### src/rtl/sd_cmd_responder.sv
// rtl/sd_cmd_responder.sv - card-side SD CMD line: command receiver, CRC7 check, response transmitter
// Define SD_RSP_LONG_EN to add 136-bit R2 responses (rsp_long_i / rsp_long_dat_i).
module sd_cmd_responder #(
  parameter int NCR = 2
) (
  input  logic         wb_clk_i,
  input  logic         wb_rst_i,
  input  logic         sd_bit_stb_i,
  input  logic         cmd_dat_i,
  output logic         cmd_out_o,
  output logic         cmd_oe_o,
  output logic         rx_valid_o,
  output logic [5:0]   rx_index_o,
  output logic [31:0]  rx_arg_o,
  output logic         rx_err_o,
  output logic         rsp_ready_o,
  input  logic         rsp_valid_i,
  input  logic         rsp_none_i,
  input  logic [5:0]   rsp_index_i,
  input  logic [31:0]  rsp_arg_i,
`ifdef SD_RSP_LONG_EN
  input  logic         rsp_long_i,
  input  logic [127:0] rsp_long_dat_i,
`endif
  output logic         busy_o
);

`ifdef SD_RSP_LONG_EN
  localparam int TX_W = 136;
`else
  localparam int TX_W = 48;
`endif

  typedef enum logic [2:0] {S_IDLE, S_RX, S_WAIT_RSP, S_NCR, S_TX} state_t;
  state_t state_q, state_d;

  logic [7:0]      bit_cnt, cnt_inc, tx_len;
  logic [6:0]      crc_q;
  logic [46:0]     rx_sr;
  logic [47:0]     frame, short_rsp;
  logic [TX_W-1:0] tx_sr;
  logic            last_rx, frame_ok, ncr_reached, tx_done;

  function automatic logic [6:0] crc7_step(input logic [6:0] c, input logic b);
    logic fb;
    fb = b ^ c[6];
    return {c[5:0], 1'b0} ^ (fb ? 7'h09 : 7'h00);
  endfunction

  function automatic logic [6:0] crc7_block(input logic [39:0] d);
    logic [6:0] c;
    c = 7'd0;
    for (int i = 39; i >= 0; i--) c = crc7_step(c, d[i]);
    return c;
  endfunction

  // bit_cnt is shared: RX bit index, strobes since the end bit, then TX bit count.
  assign cnt_inc     = (bit_cnt == 8'hFF) ? bit_cnt : bit_cnt + 8'd1;
  assign frame       = {rx_sr, cmd_dat_i};
  assign last_rx     = bit_cnt == 8'd46;
  assign frame_ok    = !frame[47] && frame[46] && frame[0] && (frame[7:1] == crc_q);
  assign ncr_reached = ({1'b0, bit_cnt} + 9'd1) >= 9'(NCR);
  assign tx_done     = bit_cnt == tx_len;
  assign short_rsp   = {2'b00, rsp_index_i, rsp_arg_i,
                        crc7_block({2'b00, rsp_index_i, rsp_arg_i}), 1'b1};
  assign rsp_ready_o = state_q == S_WAIT_RSP;
  assign busy_o      = state_q != S_IDLE;

  always_ff @(posedge wb_clk_i or posedge wb_rst_i) begin
    if (wb_rst_i) state_q <= S_IDLE;
    else          state_q <= state_d;
  end

  always_comb begin
    state_d = state_q;
    case (state_q)
      S_IDLE:     if (sd_bit_stb_i && !cmd_dat_i) state_d = S_RX;
      S_RX:       if (sd_bit_stb_i && last_rx) state_d = frame_ok ? S_WAIT_RSP : S_IDLE;
      S_WAIT_RSP: if (rsp_valid_i) state_d = rsp_none_i ? S_IDLE : S_NCR;
      S_NCR:      if (sd_bit_stb_i && ncr_reached) state_d = S_TX;
      S_TX:       if (sd_bit_stb_i && tx_done) state_d = S_IDLE;
      default:    state_d = S_IDLE;
    endcase
  end

  always_ff @(posedge wb_clk_i or posedge wb_rst_i) begin
    if (wb_rst_i) begin
      bit_cnt    <= 8'd0;
      crc_q      <= 7'd0;
      rx_sr      <= '0;
      tx_sr      <= '0;
      tx_len     <= 8'd0;
      cmd_out_o  <= 1'b1;
      cmd_oe_o   <= 1'b0;
      rx_valid_o <= 1'b0;
      rx_err_o   <= 1'b0;
      rx_index_o <= 6'd0;
      rx_arg_o   <= 32'd0;
    end else begin
      rx_valid_o <= 1'b0;
      rx_err_o   <= 1'b0;
      case (state_q)
        S_IDLE: begin
          // The start bit is 0, so folding it into a zero CRC leaves it zero.
          if (sd_bit_stb_i && !cmd_dat_i) begin
            bit_cnt <= 8'd0;
            crc_q   <= 7'd0;
            rx_sr   <= '0;
          end
        end
        S_RX: begin
          if (sd_bit_stb_i) begin
            rx_sr   <= frame[46:0];
            bit_cnt <= cnt_inc;
            if (bit_cnt < 8'd39) crc_q <= crc7_step(crc_q, cmd_dat_i);
            if (last_rx) begin
              bit_cnt <= 8'd0;
              if (frame_ok) begin
                rx_valid_o <= 1'b1;
                rx_index_o <= frame[45:40];
                rx_arg_o   <= frame[39:8];
              end else begin
                rx_err_o <= 1'b1;
              end
            end
          end
        end
        S_WAIT_RSP: begin
          if (sd_bit_stb_i) bit_cnt <= cnt_inc;
          if (rsp_valid_i && !rsp_none_i) begin
`ifdef SD_RSP_LONG_EN
            if (rsp_long_i) begin
              tx_sr  <= {2'b00, 6'b111111, rsp_long_dat_i[127:1], 1'b1};
              tx_len <= 8'd136;
            end else begin
              tx_sr  <= {short_rsp, 88'd0};
              tx_len <= 8'd48;
            end
`else
            tx_sr  <= short_rsp;
            tx_len <= 8'd48;
`endif
          end
        end
        S_NCR: begin
          if (sd_bit_stb_i) begin
            if (ncr_reached) begin
              cmd_oe_o  <= 1'b1;
              cmd_out_o <= tx_sr[TX_W-1];
              tx_sr     <= {tx_sr[TX_W-2:0], 1'b0};
              bit_cnt   <= 8'd1;
            end else begin
              bit_cnt <= cnt_inc;
            end
          end
        end
        S_TX: begin
          if (sd_bit_stb_i) begin
            if (tx_done) begin
              cmd_oe_o  <= 1'b0;
              cmd_out_o <= 1'b1;
            end else begin
              cmd_out_o <= tx_sr[TX_W-1];
              tx_sr     <= {tx_sr[TX_W-2:0], 1'b0};
              bit_cnt   <= cnt_inc;
            end
          end
        end
        default: ;
      endcase
    end
  end

endmodule
### config.mk
export PLATFORM = sky130hd
export DESIGN_NAME = sd_cmd_responder
export DESIGN_NICKNAME = d
export VERILOG_FILES = /design/src/rtl/sd_cmd_responder.sv
export SDC_FILE = /design/constraint.sdc
export NUM_CORES = 1
export LEC_CHECK = 0
export BUFFER_PORTS_ARGS = -buffer_cell sky130_fd_sc_hd__buf_2
export CAP_MARGIN = 10
export CORE_ASPECT_RATIO = 1.5
export CORE_MARGIN = 3
export CORE_UTILIZATION = 55
export DETAILED_ROUTE_END_ITERATION = 10
export GPL_ROUTABILITY_DRIVEN = 0
export GPL_TIMING_DRIVEN = 0
export PLACE_DENSITY = 0.75
export SLEW_MARGIN = 20
export SYNTH_ARGS = -nofsm -noshare
export SYNTH_HDL_FRONTEND = slang
export SYNTH_SLANG_ARGS = --single-unit
### constraint.sdc
create_clock -name wb_clk_i -period 6.65 [get_ports wb_clk_i]
set_input_delay 1.33 -clock wb_clk_i [delete_from_list [all_inputs] [get_ports wb_clk_i]]
set_output_delay 1.33 -clock wb_clk_i [all_outputs]
set_load 0.01 [all_outputs]
---- Word-level counts from Yosys, hierarchy flattened ----
Cells that the tools add are included.
storage, ports and cells
  flip-flop bits (word level) ............. 156
  bits of input ports ..................... 44
  output and inout port bits .............. 44
  word-level logic and storage cells ...... 228
operators by class
  add/subtract/negate cells ............... 2
  magnitude comparators ................... 2
  equal/unequal tests ..................... 22
  muxes and demuxes ....................... 88
  bitwise operators ....................... 76
  reduce and logical (&&, ||, !) cells .... 26
operators with widths
  operator                                                           count
  bitwise XOR 7 x 4 -> 7 bit                                         36
  two-way mux 48 bit                                                 5
  two-way mux 4 bit                                                  39
  case mux 48 bit (3 select lines)                                   1
  two-way mux 47 bit                                                 2
  case mux 47 bit (2 select lines)                                   1
  two-way mux 8 bit                                                  9
  case mux 8 bit (5 select lines)                                    1
  bitwise XOR 1 bit                                                  35
  != test 2 bit, second input constant                               12
  two-way mux 7 bit                                                  3
  two-way mux 1 bit                                                  16
  two-way mux 3 bit                                                  5
  case mux 3 bit (5 select lines)                                    1
  case mux 7 bit (2 select lines)                                    1
  AND reduction 4 bit                                                3
  AND reduction 5 bit                                                2
  adder 8 x 1 -> 9 bit, second input constant                        1
  greater-or-equal comparator 9 x 2 -> 1 bit, second input constant  1
  adder 8 x 1 -> 8 bit, second input constant                        1
  equality test 8 x 6 -> 1 bit                                       1
  equality test 8 x 6 -> 1 bit, second input constant                1
  equality test 8 bit, second input constant                         1
  logical AND 1 bit                                                  8
  other kinds (20)                                                   30

---- Longest topological paths before layout ----
  depth in word-level cells ............... 109
  depth in mapped cells ................... 9
  gate-level depth less buffers ........... 8

---- Worst setup path after synthesis ----
OpenSTA, ideal clock, no wires.
  path type ............................... in2reg
  start point ............................. input port rsp_index_i[0]
  end point ............................... register tx_sr[6]
  library setup time ...................... 0.071 ns
  arrival ................................. 3.102 ns
  data required time ...................... 6.579 ns
  setup slack ............................. 3.477 ns
  stages .................................. 6
  path buffers ............................ 0
  cells stage by stage .................... xnor2_2 xnor3_1 xnor3_1 xnor3_1 or3_1 nand4_1
on the way
  longest elaborated chain between the ends .. 49
  elaborated cells on any way between the ends .. 69
  classes of those cells .................. mux: 19; bitwise: 50
ends and longest elaborated chain
  item                                                             RTL line  RTL
  from (decl)                                                      19        input logic [5:0] rsp_index_i,
  bitwise XOR 1 bit *                                              46        fb = b ^ c[6];
  two-way mux 4 bit *                                              47        return {c[5:0], 1'b0} ^ (fb ? 7'h09 : 7'h00);
  bitwise XOR 7 x 4 -> 7 bit * (4 in a row)                        47
  bitwise XOR 1 bit or bitwise XOR 7 x 4 -> 7 bit (tied branches)  46, 47
  two-way mux 4 bit or bitwise XOR 7 x 4 -> 7 bit (tied branches)  47
  bitwise XOR 7 x 4 -> 7 bit * (4 in a row)                        47
  bitwise XOR 1 bit or bitwise XOR 7 x 4 -> 7 bit (tied branches)  46, 47
  two-way mux 4 bit or bitwise XOR 7 x 4 -> 7 bit (tied branches)  47
  [... 16 more ...]                                                --
  bitwise XOR 1 bit or bitwise XOR 7 x 4 -> 7 bit (tied branches)  46, 47
  two-way mux 4 bit or bitwise XOR 7 x 4 -> 7 bit (tied branches)  47
  bitwise XOR 7 x 4 -> 7 bit * (7 in a row)                        47
  bitwise XOR 1 bit or bitwise XOR 7 x 4 -> 7 bit (tied branches)  46, 47
  two-way mux 4 bit or bitwise XOR 7 x 4 -> 7 bit (tied branches)  47
  bitwise XOR 7 x 4 -> 7 bit * (6 in a row)                        47
  two-way mux 48 bit *                                             130       if (rsp_valid_i && !rsp_none_i) begin
  case mux 48 bit (3 select lines) *                               102       case (state_q)
  to (signal assigned)                                             140       tx_sr <= short_rsp;
  to (signal assigned)                                             150       tx_sr <= {tx_sr[TX_W-2:0], 1'b0};
  to (signal assigned)                                             164       tx_sr <= {tx_sr[TX_W-2:0], 1'b0};
  to (decl)                                                        41        logic [TX_W-1:0] tx_sr;
Mark *: on every way between the ends. The rest lies on a longest branch, timed or not. The select of a mux whose other input is x is not followed.
A chain may end at the register's enable or synchronous reset.

---- Final worst setup path ----
  start point ............................. input port cmd_dat_i
  end point ............................... register rx_arg_o[15]
on the way
  longest elaborated chain between the ends .. 3
ends and longest elaborated chain
  item                                  RTL line  RTL
  from (decl)                           9         input logic cmd_dat_i,
  logical AND 1 bit (2 in a row)        61        assign frame_ok = !frame[47] && frame[46] && frame[0] && (frame[7:1] == crc_q);
  AND reduction 4 bit (no source line)  --
  to (signal assigned)                  121       rx_arg_o <= frame[39:8];
  to (decl)                             14        output logic [31:0] rx_arg_o,
No other way between the ends.

==> flow_summary.ini <==
[clock_network]
tritoncts = built
worst_skew_pair_later_pin_latency_ns = 0.42
cts.repair_timing.setup_buffer_count = 0
clk_pin_slew_worst_paths_ns = 0.07
cts_hold_repair.buffers = 0
cts-buffers-inserted = 17
htreeDepth = 4
cts_root_buffer = sky130_fd_sc_hd__clkbuf_16
clock_sink_count = 156
ctsResizeCount = 0
cts_max_path_buffers = 2

[sta]
finalClockSkew_ns = 0.0115
fmax_mhz = 317
rsz0062_at_grt = no
timing_hold_violations_final = 0
totalNegativeSetupSlack_ns = 0
max_slew.worst_pin.slew_ns = 0.659
final.period_utilization_pct = 47.4
final-max-slew-violation-count = 0
setup_viol = 0
post-route-min-period_ns = 3.15
relSlewSlack_pct = 55.9

[floorplanning]
core_region_area_um2 = 13700
die_width_um = 103
row_count = 52
dieHeight_um = 151
ioPinCount = 88
design.die.area_um2 = 15600
start_util_pct = 56.7

[global_route]
number_of_antenna_violations_at_the_first_check_in_global_routing = 0
grt_pass1_vias = 6188
grt-ovfl-total = 0
wire_length_of_the_first_global_routing_pass_mm = 29.6
maximum_number_of_pins_on_one_net_before_global_route_repair = 87
groute.usage.overall_pct = 23.9

[synthesis]
ys_seq_area_share_pct = 50.4
synth.cell_area_um2 = 7750
net_count_after_synthesis = 843
synth_simple_gate_area_share_pct = 19.7
syn_avg_cell_area_um2 = 9.75
synthAdderAreaFrac_pct = 0.646
synth_top_flop_cell = sky130_fd_sc_hd__dfrtp_1
synth_xor_xnor_area_share_pct = 10.9
post_synth_mux_area_share_pct = 5.52
post_synth_inst_count = 795
number_of_flops_mapped_to_enable_cells_by_yosys = 0
synthDistinctLibCells = 54
asyncSetResetFlopFracSynth_pct = 100
synth-warning-count = 0
combinational_family_with_the_most_area_after_synthesis = simple AND/OR/NAND/NOR gates
synth-seq-cells = 156
synth-compound-area-share_pct = 9.13

[routing]
wl_mm = 17.5
route.detailed.drc = 0
dr.pass1.iters = 5
detailedRoute.firstIterationViolations = 299
total_number_of_vias = 6123
average_wire_length_per_cell_after_detail_routing_um = 16.3
ant_nets = 0
average_vias_per_placed_instance = 5.69

[critical_path]
slowest_stage_delay_on_critical_path_ns = 0.49
cp_max_fo = 10
cp.buffers_inverters = 3
crit_path_cells = buf_2 > nand3_1 > nor4_1 > nand4_1 > clkbuf_1 > buf_1 > mux2_2
cp_slowest_cell = sky130_fd_sc_hd__nor4_1
critPathRequiredTime_ns = 6.96
worstSetupPathType = in -> reg
critical_path_source_type = input port
crit_path_end_kind = register
timing.critical_path.max_delay_family = simple AND/OR/NAND/NOR gates
rrSetupSlack_ns = 3.74
critPathArrivalTime_ns = 3.46

[power]
power_switching_share_pct = 32.1
pwr_density_cell_nw_per_um2 = 318
power.total_mw = 2.87
combinationalPowerShare_pct = 25.5
clock_power_share_pct = 34.4
power_frac_seq_pct = 40.0
power_leakage_nw = 4.64
power_internal_mw = 1.95
vdd_ir_drop_max_uv = 187
total_switching_power_mw = 0.922

[cells_and_area]
share_of_cells_above_drive_strength_1_pct = 19.5
mostFrequentLayoutCells = sky130_fd_sc_hd__nand2_1 (206), sky130_fd_sc_hd__dfrtp_1 (155), sky130_fd_sc_hd__buf_2 (89)
finish.net_count = 950
area.growth.synth_to_final_pct = 16.5
mostFrequentLayoutCell = sky130_fd_sc_hd__nand2_1
antenna_cells_inserted = 0

[flow_run]
cap_viol_max_count = 0

[min_path]
min-delay-path-class = reg -> reg

[placed_design]
numPortBuffers = 87
dp_hpwl_mm = 12.5

[run_status]
outcome = completed
power by group through the flow:
stage          sequential, mW  clock, mW  combinational (mW)
2_1_floorplan            1.14          0               0.566
3_3_place_gp             1.16          0               0.711
3_5_place_dp             1.17          0               0.728
4_1_cts                  1.15       1.01               0.736
5_1_grt                  1.16       1.05               0.823
6_report                 1.15      0.990               0.734
through the flow:
stage	utilization (%)	hold WS, ns	setup slack (ns)	cell area, µm²	cells
5_1_grt	66.1	0.510	3.37	9030	1076
3_5_place_dp	61.7	0.476	3.05	8430	1045
6_report	66.1	0.494	3.50	9030	1076
3_3_place_gp	61.4	0.460	-0.638	8390	1044
4_1_cts	66.1	0.498	3.49	9030	1076
2_1_floorplan	-	0.439	1.12	7750	795
cells in the mapped netlist (2+ instances only):
cell type	instances	area share [%]
sky130_fd_sc_hd__a211o_1	2	0.23
sky130_fd_sc_hd__a21o_1	2	0.19
sky130_fd_sc_hd__a21oi_1	10	0.65
sky130_fd_sc_hd__a22oi_1	2	0.19
sky130_fd_sc_hd__a311o_1	2	0.26
sky130_fd_sc_hd__a31oi_1	44	3.6
sky130_fd_sc_hd__and2_1	2	0.16
sky130_fd_sc_hd__and3_1	2	0.16
sky130_fd_sc_hd__buf_2	2	0.13
sky130_fd_sc_hd__buf_6	5	0.73
sky130_fd_sc_hd__clkbuf_1	38	1.8
sky130_fd_sc_hd__dfrtp_1	155	50
sky130_fd_sc_hd__ha_1	4	0.65
sky130_fd_sc_hd__inv_1	16	0.77
sky130_fd_sc_hd__mux2_2	38	5.5
sky130_fd_sc_hd__nand2_1	206	10
sky130_fd_sc_hd__nand2b_1	6	0.48
sky130_fd_sc_hd__nand3_1	57	3.7
sky130_fd_sc_hd__nand4_1	7	0.56
sky130_fd_sc_hd__nor2_1	54	2.6
sky130_fd_sc_hd__nor3_1	14	0.90
sky130_fd_sc_hd__nor4_1	3	0.24
sky130_fd_sc_hd__o21ai_0	21	1.4
sky130_fd_sc_hd__o21bai_1	3	0.29
sky130_fd_sc_hd__o221ai_1	2	0.23
sky130_fd_sc_hd__o22a_1	3	0.34
sky130_fd_sc_hd__o311ai_0	2	0.23
sky130_fd_sc_hd__or2_2	2	0.16
sky130_fd_sc_hd__or3_1	4	0.32
sky130_fd_sc_hd__xnor2_1	39	4.4
sky130_fd_sc_hd__xnor3_1	16	4.6
sky130_fd_sc_hd__xor2_1	9	1.0
sky130_fd_sc_hd__xor3_1	2	0.61
final cells by class:
cell class | count | area (µm²)
Buffer | 48 | 225
Tap cell | 162 | 203
Timing Repair Buffer | 88 | 463
Multi-Input combinational cell | 574 | 3560
Clock inverter | 14 | 178
Clock buffer | 17 | 425
Inverter | 17 | 71.3
Sequential cell | 156 | 3910
Fill cell | 1128 | 4630
worst reg2reg max path: stages, from the launching register on:
cell,delay [ns]
sky130_fd_sc_hd__dfrtp_1,0.46
sky130_fd_sc_hd__ha_1,0.26
sky130_fd_sc_hd__nand2_1,0.22
sky130_fd_sc_hd__nor2_1,0.07
sky130_fd_sc_hd__a211o_1,0.38
sky130_fd_sc_hd__a311oi_2,0.62
sky130_fd_sc_hd__clkbuf_1,0.48
sky130_fd_sc_hd__nor2_1,0.12
sky130_fd_sc_hd__a31oi_1,0.21
worst paths after layout:
path                                 start            to  depth (start not counted)
min in group asynchronous         wb_rst_i   rx_arg_o[9]                          2
worst max-delay path             cmd_dat_i  rx_arg_o[15]                          7
worst min-delay path             rx_sr[18]     rx_sr[18]                          2
max in group asynchronous         wb_rst_i     cmd_out_o                          3
worst min register to register   rx_sr[18]     rx_sr[18]                          2
worst max register to register  bit_cnt[1]     tx_sr[42]                          8
sequential cells by signal, indices dropped and copies added, names as in the netlist:
signal      cells
bit_cnt         8
tx_sr          48
cmd_oe_o        1
rx_err_o        1
tx_len          1
rx_index_o      6
state_q         3
cmd_out_o       1
rx_arg_o       32
crc_q           7
rx_sr          47
rx_valid_o      1
metal layers:
layer  wire, µm  part of all wire, %  track usage [%]
met2       9230                   53             42.0
met1       7080                   40             29.0
met3        736                  4.2             4.75
met4        465                  2.7             8.23
met5          0                    0                0
cells by family after synthesis:
family	Yosys count
compound gates	105
xor+xnor	67
fa+ha+maj	4
buf+inv	65
flops	156
mux	38
simple gates	360
Note: power is estimated with default switching activity, not from simulation.
